--- config.mk ---
export PLATFORM = sky130hd
export DESIGN_NAME = data_mem_responder
export DESIGN_NICKNAME = d
export VERILOG_FILES = /design/src/rtl/data_mem_responder_pkg.sv /design/src/rtl/mmio_timer.sv /design/src/rtl/data_mem_responder.sv
export SDC_FILE = /design/constraint.sdc
export NUM_CORES = 2
export LEC_CHECK = 0
export ABC_AREA = 1
export CAP_MARGIN = 20
export CORE_UTILIZATION = 63
export DETAILED_ROUTE_END_ITERATION = 10
export PLACE_DENSITY_LB_ADDON = 0.25
export SLEW_MARGIN = 20
export SYNTH_ARGS = -nofsm -noshare
export SYNTH_HDL_FRONTEND = slang
export SYNTH_SLANG_ARGS = --single-unit
--- constraint.sdc ---
create_clock -name clk -period 2.8 [get_ports clk]
set_input_delay 0.42 -clock clk [delete_from_list [all_inputs] [get_ports clk]]
set_output_delay 0.42 -clock clk [all_outputs]
set_load 0.1 [all_outputs]
--- src/rtl/data_mem_responder_pkg.sv ---
// Shared register map for the data-memory responder: MMIO offsets and timer bit
// positions as macros, plus the typed view of them used by the RTL.
`ifndef DATA_MEM_RESPONDER_DEFINES
`define DATA_MEM_RESPONDER_DEFINES
`define MMIO_OFF_GPIO_OUT   4'd0
`define MMIO_OFF_GPIO_IN    4'd1
`define MMIO_OFF_TMR_CNT    4'd2
`define MMIO_OFF_TMR_CMP    4'd3
`define MMIO_OFF_TMR_STAT   4'd4
`define MMIO_OFF_TMR_CTRL   4'd5
`define TMR_STAT_MATCH_BIT  0
`define TMR_CTRL_EN_BIT     0
`define TMR_CTRL_PRESC_LSB  4
`define TMR_CTRL_PRESC_MSB  7
`endif

package data_mem_responder_pkg;

    typedef enum logic [3:0] {
        REG_GPIO_OUT  = `MMIO_OFF_GPIO_OUT,
        REG_GPIO_IN   = `MMIO_OFF_GPIO_IN,
        REG_TMR_CNT   = `MMIO_OFF_TMR_CNT,
        REG_TMR_CMP   = `MMIO_OFF_TMR_CMP,
        REG_TMR_STAT  = `MMIO_OFF_TMR_STAT,
        REG_TMR_CTRL  = `MMIO_OFF_TMR_CTRL
    } mmio_reg_e;

    localparam int PRESC_WIDTH = `TMR_CTRL_PRESC_MSB - `TMR_CTRL_PRESC_LSB + 1;

    // The MMIO window occupies the top 16 addresses of the data space.
    function automatic int mmio_base(input int addr_width);
        return (1 << addr_width) - 16;
    endfunction

endpackage

--- src/rtl/mmio_timer.sv ---
// Prescaled up-counter with compare-match flag; the flag doubles as the level IRQ.
module mmio_timer
    import data_mem_responder_pkg::*;
#(
    parameter int DATA_WIDTH = 8
) (
    input  logic                  clk,
    input  logic                  arst,
    input  logic                  cmp_we,
    input  logic                  stat_we,
    input  logic                  ctrl_we,
    input  logic [DATA_WIDTH-1:0] wdata,
    output logic [DATA_WIDTH-1:0] cnt,
    output logic [DATA_WIDTH-1:0] cmp,
    output logic [DATA_WIDTH-1:0] stat,
    output logic [DATA_WIDTH-1:0] ctrl,
    output logic                  irq
);

    logic [DATA_WIDTH-1:0]  cnt_reg;
    logic [DATA_WIDTH-1:0]  cmp_reg;
    logic [DATA_WIDTH-1:0]  ctrl_reg;
    logic [PRESC_WIDTH-1:0] presc_reg;
    logic                   match_reg;
    logic [DATA_WIDTH-1:0]  cnt_next;
    logic                   enable;
    logic                   tick;
    logic                   match;

    assign enable   = ctrl_reg[`TMR_CTRL_EN_BIT];
    assign tick     = enable && (presc_reg == ctrl_reg[`TMR_CTRL_PRESC_MSB:`TMR_CTRL_PRESC_LSB]);
    assign cnt_next = cnt_reg + DATA_WIDTH'(1);
    // Match is judged against the compare value in force before this edge,
    // so rewriting CMP never raises the flag by itself.
    assign match    = tick && (cnt_next == cmp_reg);

    always_ff @(posedge clk or posedge arst) begin
        if (arst) begin
            cnt_reg   <= '0;
            cmp_reg   <= '1;
            ctrl_reg  <= '0;
            presc_reg <= '0;
            match_reg <= 1'b0;
        end else begin
            if (tick) begin
                cnt_reg <= cnt_next;
            end
            if (enable) begin
                presc_reg <= tick ? '0 : presc_reg + PRESC_WIDTH'(1);
            end
            if (ctrl_we) begin
                ctrl_reg <= wdata;
                if (!wdata[`TMR_CTRL_EN_BIT]) begin
                    presc_reg <= '0;
                end
            end
            if (cmp_we) begin
                cmp_reg <= wdata;
            end
            // Later assignment wins: a match on the same edge beats the W1C.
            if (stat_we && wdata[`TMR_STAT_MATCH_BIT]) begin
                match_reg <= 1'b0;
            end
            if (match) begin
                match_reg <= 1'b1;
            end
        end
    end

    always_comb begin
        stat = '0;
        stat[`TMR_STAT_MATCH_BIT] = match_reg;
    end

    assign cnt  = cnt_reg;
    assign cmp  = cmp_reg;
    assign ctrl = ctrl_reg;
    assign irq  = match_reg;

endmodule

--- src/rtl/data_mem_responder.sv ---
// Data-memory responder: RAM below MMIO_BASE, GPIO and (with MMIO_TIMER_EN defined)
// a prescaled timer in the top 16 addresses. Reads are zero-wait combinational.
module data_mem_responder
    import data_mem_responder_pkg::*;
#(
    parameter int MEM_ADDR_WIDTH = 8,
    parameter int MEM_DATA_WIDTH = 8
) (
    input  logic                      clk,
    input  logic                      arst,
    input  logic [MEM_ADDR_WIDTH-1:0] mem_addr,
    input  logic [MEM_DATA_WIDTH-1:0] mem_data_i,
    input  logic                      mem_WE,
    output logic [MEM_DATA_WIDTH-1:0] mem_data_o,
    input  logic [MEM_DATA_WIDTH-1:0] gpio_in,
    output logic [MEM_DATA_WIDTH-1:0] gpio_out,
    output logic                      timer_irq
);

    localparam int MMIO_BASE = mmio_base(MEM_ADDR_WIDTH);

    logic [MEM_DATA_WIDTH-1:0] ram [0:MMIO_BASE-1];
    logic [MEM_DATA_WIDTH-1:0] gpio_out_reg;
    logic [MEM_DATA_WIDTH-1:0] gpio_sync1_reg;
    logic [MEM_DATA_WIDTH-1:0] gpio_sync2_reg;
    logic                      is_mmio;
    logic                      mmio_we;
    mmio_reg_e                 mmio_reg;

    // Address is in the MMIO window exactly when all bits above the offset are set.
    assign is_mmio  = &mem_addr[MEM_ADDR_WIDTH-1:4];
    assign mmio_reg = mmio_reg_e'(mem_addr[3:0]);
    assign mmio_we  = mem_WE && is_mmio;

    // RAM is never cleared, but a write coinciding with reset is dropped.
    always_ff @(posedge clk) begin
        if (mem_WE && !is_mmio && !arst) begin
            ram[mem_addr] <= mem_data_i;
        end
    end

    always_ff @(posedge clk or posedge arst) begin
        if (arst) begin
            gpio_out_reg   <= '0;
            gpio_sync1_reg <= '0;
            gpio_sync2_reg <= '0;
        end else begin
            gpio_sync1_reg <= gpio_in;
            gpio_sync2_reg <= gpio_sync1_reg;
            if (mmio_we && mmio_reg == REG_GPIO_OUT) begin
                gpio_out_reg <= mem_data_i;
            end
        end
    end

    assign gpio_out = gpio_out_reg;

`ifdef MMIO_TIMER_EN
    logic [MEM_DATA_WIDTH-1:0] tmr_cnt;
    logic [MEM_DATA_WIDTH-1:0] tmr_cmp;
    logic [MEM_DATA_WIDTH-1:0] tmr_stat;
    logic [MEM_DATA_WIDTH-1:0] tmr_ctrl;

    mmio_timer #(
        .DATA_WIDTH (MEM_DATA_WIDTH)
    ) u_timer (
        .clk     (clk),
        .arst    (arst),
        .cmp_we  (mmio_we && mmio_reg == REG_TMR_CMP),
        .stat_we (mmio_we && mmio_reg == REG_TMR_STAT),
        .ctrl_we (mmio_we && mmio_reg == REG_TMR_CTRL),
        .wdata   (mem_data_i),
        .cnt     (tmr_cnt),
        .cmp     (tmr_cmp),
        .stat    (tmr_stat),
        .ctrl    (tmr_ctrl),
        .irq     (timer_irq)
    );
`else
    assign timer_irq = 1'b0;
`endif

    always_comb begin
        mem_data_o = '0;
        if (!is_mmio) begin
            mem_data_o = ram[mem_addr];
        end else begin
            case (mmio_reg)
                REG_GPIO_OUT: mem_data_o = gpio_out_reg;
                REG_GPIO_IN:  mem_data_o = gpio_sync2_reg;
`ifdef MMIO_TIMER_EN
                REG_TMR_CNT:  mem_data_o = tmr_cnt;
                REG_TMR_CMP:  mem_data_o = tmr_cmp;
                REG_TMR_STAT: mem_data_o = tmr_stat;
                REG_TMR_CTRL: mem_data_o = tmr_ctrl;
`endif
                default:      mem_data_o = '0;
            endcase
        end
    end

endmodule

==> results.json <==
{
  "powerDensity_mw_per_mm2": 666.9,
  "worst_slew_pin_slew_ns": 0.9105,
  "sw_frac_of_total": 0.2262,
  "grt_overflow": 0,
  "syn_to_final_growth_pct": 20.60,
  "use_met3": 0.08574,
  "port_buffers": 42,
  "setup_slack_ns": -0.4885,
  "io_pins": 44,
  "dp_cells": 8274,
  "final_cell_mix": "nand2_1 (2,641), edfxtp_1 (1,920), buf_4 (554), nor2_1 (415), nand4_1 (241)",
  "drt_pass1_iterations": 7,
  "avgViaCountPerCell": 6.269,
  "place_area_mm2": 0.08395,
  "synthCells": 6274,
  "grt_use_total": 0.3748,
  "htree_num_levels": 4,
  "antenna_found_initial": 4,
  "drt_iter0_markers": 8644,
  "status": "complete, but fails checks",
  "netlist_area_mm2": 0.07624,
  "coreArea_mm2": 0.1200,
  "grt_setup_unrepaired": "yes",
  "critPathRequiredTime_ns": 2.38,
  "critPathLaunchType": "input port",
  "ys_ff_latch": 1944,
  "crit_fanout": 16,
  "final-setup-viol-count": 8,
  "final_nets": 6904,
  "globalRouteMet1Util": 0.4955,
  "cts_sinks": 1944,
  "routed_wl_mm": 228.8,
  "power_frac_seq": 0.522,
  "slew_headroom": 0.3923,
  "end_kind": "primary output",
  "die_w_um": 349.9,
  "routedWlPerCell_um": 26.49,
  "synth_nets": 6301,
  "grt_max_degree": 98,
  "initial_utilization": 0.6354,
  "layout_commonest_cell": "nand2_1",
  "yosysUniqueCellTypes": 26,
  "design_area_mm2": 0.09194,
  "power_mw": 61.32,
  "clock_skew_ns": 0.001508,
  "worstPathArrival_ns": 2.87,
  "hp-class": "input port to flop",
  "pre_cts_ws_ns": -1.127,
  "maxCapViolCount": 0,
  "drc_errors": 0,
  "seq_area_frac_synth": 0.7642,
  "p_clk_frac": 0.402,
  "via_count": 54140,
  "fin_cells": 8636,
  "irDropWorstVdd_v": 0.0007964,
  "syn_area_per_cell_um2": 12.15,
  "die_h_um": 349.9,
  "clk_pin_slew_worst_paths_ns": 0.06,
  "top_register": "ram",
  "ant_nets": 0,
  "postCtsHoldBufs": 0,
  "rows": 127,
  "path_class": "input port to primary output",
  "insertion_delay_ns": 0.80,
  "met2_usage": 0.5803,
  "hold_violations": 0,
  "clock_path_buffers": 3,
  "pwr-share-comb": 0.076,
  "gp_congestion": 0.9854,
  "timing.final.crit_share": 1.174,
  "dpl.hpwl_mm": 137.7,
  "drive_gt1_frac": 0.1831,
  "fin_crit_ns": 3.289,
  "largest_register_ffs": 1920,
  "yosysWarnings": 0,
  "p_sw_mw": 13.87,
  "die_area_mm2": 0.1224,
  "violations": "negative setup slack",
  "tritoncts": "yes",
  "hold_ws_ns": 0.04679,
  "max_freq_ghz": 0.3041,
  "slew_viol_final": 0,
  "internal_power_mw": 47.45,
  "antennaDiodeCount": 0,
  "grt-busiest-layer": "met2",
  "p_leak_nw": 33.80,
  "cts_root_buf": "clkbuf_16",
  "numCtsBuffers": 185,
  "grt_pass1_vias": 53050,
  "grt_pass1_wl_mm": 332.2
}
cell usage after synthesis:
cell type  instances  area [um2]
a21oi_1          120       600.6
inv_1             25       93.84
o31ai_1            1       7.510
nand4_1          241        1508
o21ai_1           18       90.09
nor2_4             2       22.52
dfrtp_1           24       600.6
a31oi_1            8       50.05
nor2_1           523        1963
a21o_1             1       7.510
and2_1             1       6.260
buf_4              6       45.04
nand3_1           62       310.3
clkinv_1           2       7.510
edfxtp_1        1920       57660
nor2_2             1       6.260
o21ai_0          117       585.6
clkbuf_1         217       814.5
nand2_1         2729       10240
a22oi_1          132       991.0
buf_1             20       75.07
mux2_2             6       67.56
nor3_1             2       10.01
inv_2              4       15.01
buf_2             91       455.4
conb_1             1       3.750
through the flow:
stage	utilization	setup TNS (ns)
2_1_floorplan	-	-0.2022
3_3_place_gp	0.6998	-148.27
3_5_place_dp	0.6998	-195.00
4_1_cts	0.7623	-3.115
5_1_grt	0.7663	-3.915
6_report	0.7663	-3.533
critical path, stage by stage:
cell and delay, ns:
clkbuf_16 0.15, inv_8 0.05, nor2_4 0.20, buf_12 0.21, buf_6 0.19, buf_12 0.18
nand2_1 0.10, nand4_1 0.11, nand2_1 0.08, nand2_1 0.13, nor2_1 0.09, nor2_2 0.22
nor2_1 0.11, nand2_2 0.11, nand2_2 0.06, nand2_2 0.08, nor2_4 0.06, nor2_4 0.10
buf_12 0.18
final timing paths:
check / end / cells after the start / startpoint / slack, ns
min in group asynchronous: gpio_sync1_reg[6] / 2 / arst / 0.14
hold / removal: ram[126][6] / 1 / mem_data_i[6] / 0.05
hold reg to reg: gpio_sync2_reg[2] / 0 / gpio_sync1_reg[2] / 0.35
setup reg to reg: gpio_out[3] / 1 / gpio_out[3] / 2.00
max in group asynchronous: gpio_sync2_reg[1] / 2 / arst / 2.08
setup / recovery: mem_data_o[6] / 19 / mem_addr[0] / -0.49
cell families after synthesis:
| logic type | synth area share |
|---|---|
| other cells | 0.00004919 |
| mux | 0.0008862 |
| buf+inv | 0.01976 |
| compound gates | 0.03059 |
| simple gates | 0.1846 |
| flops | 0.7642 |
power groups by stage:
stage               Sequential [mW]  Clock (mW)  Combinational (mW)
global placement               32.6           0                3.96
CTS                            32.0        24.6                4.39
detailed placement             32.6           0                4.03
finish                         32.0        24.7                4.64
global route                   32.0        25.8                4.80
floorplan                      32.7           0                1.69
what timing repair did:
action | in CTS | in global routing
buffers inserted | 21 | 5
resized for setup | 310 | 127
pin swaps | 156 | 91
setup endpoints to repair | 8 | 8
cloned | 15 | 3
per-layer routing:
metal  part of all wire  wire length [um]  up-vias
met5            0.00031                71        -
met4              0.062             14290       10
met3               0.14             30910      836
met2               0.46            106000     4382
met1               0.34             77470    25900
li1                   -                 -    23010
cell type report:
class | instances | area [um2]
Clock inverter | 103 | 942.2
Tap cell | 1612 | 2017
Fill cell | 6773 | 28030
Timing Repair Buffer | 749 | 7881
Clock buffer | 231 | 4981
Timing Repair inverter | 1 | 11.26
Multi-Input combinational cell | 3965 | 17700
Inverter | 31 | 150.1
Sequential cell | 1944 | 58260
Note: power is estimated with default switching activity, not from simulation.
